File: config.mk
export PLATFORM = sky130hd
export DESIGN_NAME = mc14500b_seq_flat
export DESIGN_NICKNAME = d
export VERILOG_FILES = /design/src/rtl/mc14500b_seq_if.sv /design/src/rtl/mc14500b_seq.sv /design/src/flat_wrapper.sv
export SDC_FILE = /design/constraint.sdc
export NUM_CORES = 1
export LEC_CHECK = 0
export BUFFER_PORTS_ARGS = -buffer_cell sky130_fd_sc_hd__buf_2
export CORE_MARGIN = 10
export CORE_UTILIZATION = 33
export DETAILED_ROUTE_END_ITERATION = 10
export SYNTH_ARGS = -nofsm -noshare
export SYNTH_HDL_FRONTEND = slang
export SYNTH_SLANG_ARGS = --single-unit
File: constraint.sdc
create_clock -name X2 -period 3.7 [get_ports X2]
set_clock_uncertainty 0.15 [all_clocks]
set_input_delay 0.185 -clock X2 [delete_from_list [all_inputs] [get_ports X2]]
set_output_delay 0.185 -clock X2 [all_outputs]
set_load 0.1 [all_outputs]
File: src/rtl/mc14500b_seq_if.sv
// ----------------------------------------------------------------------------
// mc14500b_seq_if
// Bus between the MC14500B program sequencer and the ICU, program ROM and
// I/O pins. master = sequencer side, slave = ICU/ROM/pin side.
// Revision: 1.0
// ----------------------------------------------------------------------------
`default_nettype none

interface mc14500b_seq_if #(
  parameter int ADDR_W = 8,
  parameter int IO_W   = 3
);
  logic [ADDR_W-1:0]    PC;
  logic [ADDR_W+3:0]    ROM_DATA;
  logic [3:0]           INSTR;
  logic                 JMP;
  logic                 RTN;
  logic                 FLG0;
  logic                 FLGF;
  logic                 WRITE;
  logic                 DATA_FROM_ICU;
  logic                 DATA_TO_ICU;
  logic [(1<<IO_W)-1:0] IN_PORT;
  logic [(1<<IO_W)-1:0] OUT_PORT;
  logic                 HALT;
  logic                 STK_ERR;

  modport master (
    output PC, INSTR, DATA_TO_ICU, OUT_PORT, HALT, STK_ERR,
    input  ROM_DATA, JMP, RTN, FLG0, FLGF, WRITE, DATA_FROM_ICU, IN_PORT
  );

  modport slave (
    input  PC, INSTR, DATA_TO_ICU, OUT_PORT, HALT, STK_ERR,
    output ROM_DATA, JMP, RTN, FLG0, FLGF, WRITE, DATA_FROM_ICU, IN_PORT
  );
endinterface

`default_nettype wire

File: src/rtl/mc14500b_seq.sv
// ----------------------------------------------------------------------------
// mc14500b_seq
// Program sequencer and I/O map for the MC14500B ICU: program counter,
// jump/call/return/halt handling, addressed input mux and output latches.
// Optional call stack: define MC14500B_CALL_STACK_EN.
// Revision: 1.0
// ----------------------------------------------------------------------------
`default_nettype none

module mc14500b_seq #(
  parameter int ADDR_W = 8,
  parameter int IO_W   = 3
`ifdef MC14500B_CALL_STACK_EN
  , parameter int STACK_DEPTH = 4
`endif
) (
  input  logic           X2,
  input  logic           RST,
  mc14500b_seq_if.master bus
);

  localparam int NIO = 1 << IO_W;

  logic [ADDR_W-1:0] pc_q, pc_d;
  logic [ADDR_W-1:0] op_q, op_d;
  logic [NIO-1:0]    out_q, out_d;
  logic              halt_q, halt_d;
  logic [ADDR_W-1:0] operand;
  logic [ADDR_W-1:0] pc_inc;

  assign operand = bus.ROM_DATA[ADDR_W-1:0];
  assign pc_inc  = pc_q + ADDR_W'(1);

`ifdef MC14500B_CALL_STACK_EN
  localparam int SP_W  = $clog2(STACK_DEPTH + 1);
  localparam int IDX_W = (STACK_DEPTH > 1) ? $clog2(STACK_DEPTH) : 1;

  logic [ADDR_W-1:0] stack_q [STACK_DEPTH];
  logic [ADDR_W-1:0] stack_d [STACK_DEPTH];
  logic [SP_W-1:0]   sp_q, sp_d;
  logic              stk_err_q, stk_err_d;
  logic [IDX_W-1:0]  push_idx, pop_idx;

  // sp counts filled entries; the top entry sits one below the push slot
  assign push_idx = sp_q[IDX_W-1:0];
  assign pop_idx  = push_idx - IDX_W'(1);
`endif

  // Next-state: latch write, then PC priority halt > FLGF > RTN > FLG0 > JMP > +1
  always_comb begin
    op_d   = operand;
    out_d  = out_q;
    pc_d   = pc_q;
    halt_d = halt_q;
`ifdef MC14500B_CALL_STACK_EN
    stack_d   = stack_q;
    sp_d      = sp_q;
    stk_err_d = stk_err_q;
`endif

    // Store data belongs to the instruction executed on the previous edge
    if (bus.WRITE) begin
      out_d[op_q[IO_W-1:0]] = bus.DATA_FROM_ICU;
    end

    if (halt_q) begin
      pc_d = pc_q;
    end else if (bus.FLGF) begin
      halt_d = 1'b1;
    end else if (bus.RTN) begin
`ifdef MC14500B_CALL_STACK_EN
      if (sp_q == '0) begin
        pc_d      = '0;
        stk_err_d = 1'b1;
      end else begin
        pc_d = stack_q[pop_idx];
        sp_d = sp_q - SP_W'(1);
      end
`else
      pc_d = '0;
`endif
    end else if (bus.FLG0) begin
`ifdef MC14500B_CALL_STACK_EN
      // Return lands after the delay slot, which is the current PC
      pc_d = op_q;
      if (sp_q == SP_W'(STACK_DEPTH)) begin
        stk_err_d = 1'b1;
      end else begin
        stack_d[push_idx] = pc_inc;
        sp_d              = sp_q + SP_W'(1);
      end
`else
      pc_d = pc_inc;
`endif
    end else if (bus.JMP) begin
      pc_d = op_q;
    end else begin
      pc_d = pc_inc;
    end
  end

  // State registers, asynchronously cleared
  always_ff @(posedge X2 or posedge RST) begin
    if (RST) begin
      pc_q   <= '0;
      op_q   <= '0;
      out_q  <= '0;
      halt_q <= 1'b0;
`ifdef MC14500B_CALL_STACK_EN
      for (int i = 0; i < STACK_DEPTH; i++) begin
        stack_q[i] <= '0;
      end
      sp_q      <= '0;
      stk_err_q <= 1'b0;
`endif
    end else begin
      pc_q   <= pc_d;
      op_q   <= op_d;
      out_q  <= out_d;
      halt_q <= halt_d;
`ifdef MC14500B_CALL_STACK_EN
      stack_q   <= stack_d;
      sp_q      <= sp_d;
      stk_err_q <= stk_err_d;
`endif
    end
  end

  assign bus.PC       = pc_q;
  assign bus.INSTR    = halt_q ? 4'hF : bus.ROM_DATA[ADDR_W+3:ADDR_W];
  assign bus.OUT_PORT = out_q;
  assign bus.HALT     = halt_q;
  // Operand bit IO_W selects latch readback instead of the input pins
  assign bus.DATA_TO_ICU = operand[IO_W] ? out_q[operand[IO_W-1:0]]
                                         : bus.IN_PORT[operand[IO_W-1:0]];
`ifdef MC14500B_CALL_STACK_EN
  assign bus.STK_ERR = stk_err_q;
`else
  assign bus.STK_ERR = 1'b0;
`endif

endmodule

`default_nettype wire
File: src/flat_wrapper.sv
// flat-port wrapper written by rule: the top's interface ports become plain ports
module mc14500b_seq_flat 
#(
  parameter int ADDR_W = 8,
  parameter int IO_W   = 3

)
  (X2, RST, bus_PC, bus_INSTR, bus_DATA_TO_ICU, bus_OUT_PORT, bus_HALT, bus_STK_ERR, bus_ROM_DATA, bus_JMP, bus_RTN, bus_FLG0, bus_FLGF, bus_WRITE, bus_DATA_FROM_ICU, bus_IN_PORT);
  mc14500b_seq_if #(.ADDR_W(ADDR_W), .IO_W(IO_W)) bus_i ();
  input  logic X2;
  input  logic RST;
  output wire logic [$bits(bus_i.PC)-1:0] bus_PC;
  output wire logic [$bits(bus_i.INSTR)-1:0] bus_INSTR;
  output wire logic [$bits(bus_i.DATA_TO_ICU)-1:0] bus_DATA_TO_ICU;
  output wire logic [$bits(bus_i.OUT_PORT)-1:0] bus_OUT_PORT;
  output wire logic [$bits(bus_i.HALT)-1:0] bus_HALT;
  output wire logic [$bits(bus_i.STK_ERR)-1:0] bus_STK_ERR;
  input wire logic [$bits(bus_i.ROM_DATA)-1:0] bus_ROM_DATA;
  input wire logic [$bits(bus_i.JMP)-1:0] bus_JMP;
  input wire logic [$bits(bus_i.RTN)-1:0] bus_RTN;
  input wire logic [$bits(bus_i.FLG0)-1:0] bus_FLG0;
  input wire logic [$bits(bus_i.FLGF)-1:0] bus_FLGF;
  input wire logic [$bits(bus_i.WRITE)-1:0] bus_WRITE;
  input wire logic [$bits(bus_i.DATA_FROM_ICU)-1:0] bus_DATA_FROM_ICU;
  input wire logic [$bits(bus_i.IN_PORT)-1:0] bus_IN_PORT;
  assign bus_PC = bus_i.PC;
  assign bus_INSTR = bus_i.INSTR;
  assign bus_DATA_TO_ICU = bus_i.DATA_TO_ICU;
  assign bus_OUT_PORT = bus_i.OUT_PORT;
  assign bus_HALT = bus_i.HALT;
  assign bus_STK_ERR = bus_i.STK_ERR;
  assign bus_i.ROM_DATA = bus_ROM_DATA;
  assign bus_i.JMP = bus_JMP;
  assign bus_i.RTN = bus_RTN;
  assign bus_i.FLG0 = bus_FLG0;
  assign bus_i.FLGF = bus_FLGF;
  assign bus_i.WRITE = bus_WRITE;
  assign bus_i.DATA_FROM_ICU = bus_DATA_FROM_ICU;
  assign bus_i.IN_PORT = bus_IN_PORT;
  mc14500b_seq #(.ADDR_W(ADDR_W), .IO_W(IO_W)) u_core (.X2(X2), .RST(RST), .bus(bus_i));
endmodule
* Word level (Yosys, flattened, before mapping)
Cells that the tools add are included.
** Word-level totals
- Bits in registers :: 25
- Input bits :: 28
- Output and inout port bits :: 23
- Logic and storage cells :: 26
** Operators by class
- Order comparisons :: 3
- Reductions and logical operators :: 2
- Bitwise logic cells :: 2
- Muxes and demuxes :: 14
- Add/sub/neg operators :: 1
** Operator list (number)
- two-way mux 8 bit :: 3
- adder 8 x 1 -> 8 bit, second input constant :: 1
- bitwise mux 8 bit :: 1
- < comparator 3 x 4 -> 1 bit, second input constant :: 2
- binary-select mux 1 bit (select 3 bit) :: 2
- two-way mux 1 bit :: 6
- two-way mux 4 bit :: 1
- demux 1 bit (select 3 bit) :: 1
- greater-or-equal comparator 3 x 1 -> 1 bit, second input constant :: 1
- NOT 1 bit :: 2
- AND reduction 2 bit :: 1
- logical AND 1 bit :: 1

* Longest topological paths before layout
- Depth in word-level cells :: 5
- Gate-level depth with buffers :: 5
- Mapped depth without buffers :: 5

* Worst setup path before layout
No wires, ideal clock.
- Path kind :: register to output
- Start point :: reg u_core.out_q[1], in the netlist u_core.bus.OUT_PORT[1]
- End point :: out bus_DATA_TO_ICU
- Slack :: 513 ps
- Stages on the path, launching flop included :: 4
- Path buffers :: 0
- Arrival time :: 2852 ps
- Required time :: 3365 ps
- Cell sequence :: dfrtp_1 > mux4_1 > a211oi_2 > a21oi_1
** On the way
- Word-level cells in the longest chain between the ends :: 3
** RTL lines
- start: declaration :: RTL line mc14500b_seq.sv:26 : logic [NIO-1:0] out_q, out_d;
- start signal: assignment :: RTL line mc14500b_seq.sv:119 : out_q <= out_d;
- binary-select mux 1 bit (select 3 bit) :: RTL line mc14500b_seq.sv:134 : assign bus.DATA_TO_ICU = operand[IO_W] ? out_q[operand[IO_W-1:0]]
- two-way mux 1 bit (implied by the code) :: RTL line mc14500b_seq.sv:134
- two-way mux 1 bit :: RTL line mc14500b_seq.sv:134
- end: declaration :: RTL line flat_wrapper.sv:14 : output wire logic [$bits(bus_i.DATA_TO_ICU)-1:0] bus_DATA_TO_ICU;
Every way passes these cells. The select of a mux whose other input is x is not followed.

* Worst setup path in the final report
- Start point :: in bus_ROM_DATA[0]
- End point :: out bus_DATA_TO_ICU
** On the way
- Word-level cells in the longest chain between the ends :: 3
- Elaborated cells between the ends (all ways) :: 5
- Classes of those cells :: mux (5)
** RTL lines
- start: declaration :: RTL line flat_wrapper.sv:18 : input wire logic [$bits(bus_i.ROM_DATA)-1:0] bus_ROM_DATA;
- binary-select mux 1 bit (select 3 bit) (on tied branches) :: RTL line mc14500b_seq.sv:135, mc14500b_seq.sv:134
- two-way mux 1 bit (on tied branches) :: RTL line mc14500b_seq.sv:135, mc14500b_seq.sv:134
- two-way mux 1 bit (*) :: RTL line mc14500b_seq.sv:134
Every way passes the cells marked *; elsewhere a longest branch is shown, timed or not. The select of a mux whose other input is x is not followed.

==> flow_results.org <==
** Run status
- The run finished, with violations left.
- Failing checks :: negative hold slack

** Floorplan
- Die Ht :: 82.2 um
- The die covers 6760 um^2.
- For this design the top-level I/O count stands at slightly above 50.
- Initial Utilization :: 0.344
- Measured along the x axis, the die boundary spans slightly above 80 um.
- Row Count :: 22
- Core region area :: roughly 3700 um^2

** Final layout
- The finished cells cover 1680 um^2.
- Layout Nets :: 198
- Fraction of final layout cells sized beyond drive strength 1 :: 0.411
- Area occupied by registers :: 626 um^2
- Area occupied by multi-input gates :: 616 um^2
- The area growth from synthesis to layout is 31.7%.
- Most common cell after layout, fill and taps aside :: buf_2
- In the layout the commonest cells are buf_2, dfrtp_1, mux2_2, o21ai_1, dlygate4sd3_1.
- 0 antenna diodes ended up in the layout.
- After filler insertion, the fill cell instance count of the layout stands at 377.

** Critical path
- STA classifies the critical path endpoint as a primary output.
- Category of the worst setup path launch point :: primary input
- For the worst setup path, the data arrival time is 2.04 ns.
- The worst setup path is of the primary input to primary output kind.
- In this run the worst path has a maximum fanout of 5.
- At the worst endpoint, the required time is 3.37 ns.

** Logic synthesis
- Prevailing post-synth register cell :: dfrtp_1
- Avg Inst Size Synth :: roughly 11 um^2
- Distinct cell type count after synthesis :: 37
- Async SR Flop Fraction :: 1.00
- Post-synth EDFFs :: 0
- Mapped cell area :: 1280 um^2
- Share of synthesized area occupied by flip-flops and latches :: 0.490
- Counting flops and latches in the post-synthesis netlist gives 25.
- The Yosys step of the flow raised 0 warnings.
- In the synthesized netlist, the number of instances is 113.
- Net Count, Synth :: 142

** Placed design
- The count of buffers added on input and output ports is 49.
- Weighted congestion reported at the end of routability-driven placement :: 0.745
- Dpl cell area :: between 1500 and 2000 um^2
- Post-DP HPWL :: around 2.7 mm

** Clock tree
- After clock tree synthesis, the repair step resized 0 gates.
- At the later pin of the worst-skew pair, clock insertion delay measures roughly 0.26 ns.
- TritonCTS built the clock tree.
- Clock Tree Buf Depth :: 2
- TritonCTS sink count :: 25
- Total number of H-tree levels :: 1
- Counting the buffers created by CTS gives 3.
- Register clock-pin slew on the reported worst setup and hold paths :: ~0.08 ns
- Master cell of the clock root buffer :: clkbuf_8
- Buffers added to address setup during post-CTS repair amount to 0.

** Timing
- Slew of the pin with the lowest slew margin :: 0.961 ns
- Final-report max-slew violation count :: 0
- Post-route fraction of the period consumed by the critical path :: 0.641
- Fmax :: 0.421 GHz
- Final worst path period need :: roughly 2.4 ns
- Final hold analysis gives a worst-case slack of -0.0187 ns.
- The final hold violation count is 25.
- Worst slew margin relative to its limit :: 0.358
- Setup repair after global routing left no endpoint under its margin.
- Setup-failing EPs final :: 0
- For the final routed database, the setup TNS stands at 0 ns.

** Route
- Antenna violation net count after detailed routing :: 0
- The first TritonRoute pass finished after 4 iterations.
- Total wire length :: 3.43 mm
- Routed WL per cell :: approximately 16 um
- DRC violation count after routing :: 0
- The detailed router placed 1094 vias in this run.
- After the first detailed-routing iteration, the DRC count stood at roughly 110.
- Dividing the detail-routed via count by the number of cells gives 5.06.

** Global route
- The number of global-route vias before repair was 1139.
- Total overflow reported by the global router :: 0
- The number of antenna violations at the first check in global routing is 0.
- Global-route wire length before repair :: 5.51 mm
- In the global route stage, overall resource usage came out at 0.104.
- Pin count of the biggest net entering global routing :: 26

** Power
- The analysis attributes to cell leakage a power of 0.753 nW.
- PwrDens :: 472 nW/um^2
- Worst IR drop on VDD :: 0.000313 V

** Run
- Number of max-capacitance violations reported :: 0

** Hold path
- The path class of the tightest hold or removal check is primary input to async pin.
## worst paths after layout
path                                                    start                                 end  slack, ns  cells after the start
setup / recovery                              bus_ROM_DATA[0]                     bus_DATA_TO_ICU       1.33                      7
setup reg to reg                    u_core.bus.HALT$_DFF_PP0_        u_core.bus.PC[7]$_DFFE_PP0P_       2.11                      4
min in group X2                             bus_DATA_FROM_ICU  u_core.bus.OUT_PORT[3]$_DFFE_PP0P_       0.12                      2
hold / removal                                            RST        u_core.bus.PC[5]$_DFFE_PP0P_      -0.02                      2
hold reg to reg            u_core.bus.OUT_PORT[3]$_DFFE_PP0P_  u_core.bus.OUT_PORT[3]$_DFFE_PP0P_       0.38                      1
max in group asynchronous                                 RST            u_core.op_q[0]$_DFF_PP0_       2.84                      2
## what timing repair did
item / in CTS / in global routing
setup endpoints to repair: 0 / 0
endpoints found under the hold margin: 8 / 0
hold buffers: 8 / 0
## critical path, cell delays in order
cell	delay, ns
dlygate4sd3_1	0.51
buf_2	0.17
mux4_2	0.49
nor2b_1	0.15
a211oi_2	0.18
a21oi_1	0.05
buf_2	0.29
## metrics by stage
step,instances,setup WS (ns),total power [mW],util
after floorplan,113,0.513,0.575,-
after global placement,204,1.86,0.634,0.419
after detailed placement,204,1.85,0.640,0.419
after CTS,216,1.32,0.805,0.453
after global routing,216,1.26,0.837,0.453
final,216,1.33,0.795,0.453
## state kept, by name (all words and copies together), names as in the netlist
| register | count |
|---|---|
| u_core.bus.OUT_PORT | 8 |
| u_core.bus.PC | 8 |
| u_core.op_q | 8 |
| u_core.bus.HALT | 1 |
## synthesized netlist by cell type (all sizes together), types with 4 or more instances
cell type,instances,area share
a21oi,4,0.016
clkbuf,4,0.012
dfrtp,25,0.49
mux2,8,0.071
mux4,4,0.079
nand2,4,0.012
nor2,4,0.012
nor3,6,0.027
o21ai,12,0.047
or2,5,0.024
## power breakdown
group          leakage [nW]  switching [mW]  internal [mW]
clock network        0.0228          0.0799         0.0769
logic                 0.429           0.242         0.0715
registers             0.301          0.0236          0.301
total                 0.753           0.346          0.449
## cells by family (layout without fill, tap and decap cells)
group                    after synthesis  count (layout)  synth area share
AND/OR/NAND/NOR                       40              40             0.186
flip-flops                            25              25             0.490
multiplexers                          14              14             0.166
buffers and inverters                  8              63            0.0284
adder cells (fa/ha/maj)                1               1           0.00979
other                                  1               1           0.00294
AO/OA/AOI/OAI                         24              24             0.118
## routing by layer
| layer | vias up | share of wire | track usage |
|---|---|---|---|
| met5 | - | 0 | 0 |
| met4 | 0 | 0.011 | 0.0408 |
| met3 | 4 | 0.11 | 0.0302 |
| met2 | 47 | 0.49 | 0.177 |
| met1 | 514 | 0.39 | 0.121 |
| li1 | 529 | - | - |
## area by class of cell
| class | count | share of cell area |
|---|---|---|
| Timing Repair Buffer | 58 | 0.198 |
| Clock buffer | 4 | 0.0268 |
| Inverter | 1 | 0.00223 |
| Tap cell | 48 | 0.0357 |
| Sequential cell | 25 | 0.372 |
| Multi-Input combinational cell | 80 | 0.366 |
Power figures use the tool's default switching activity.
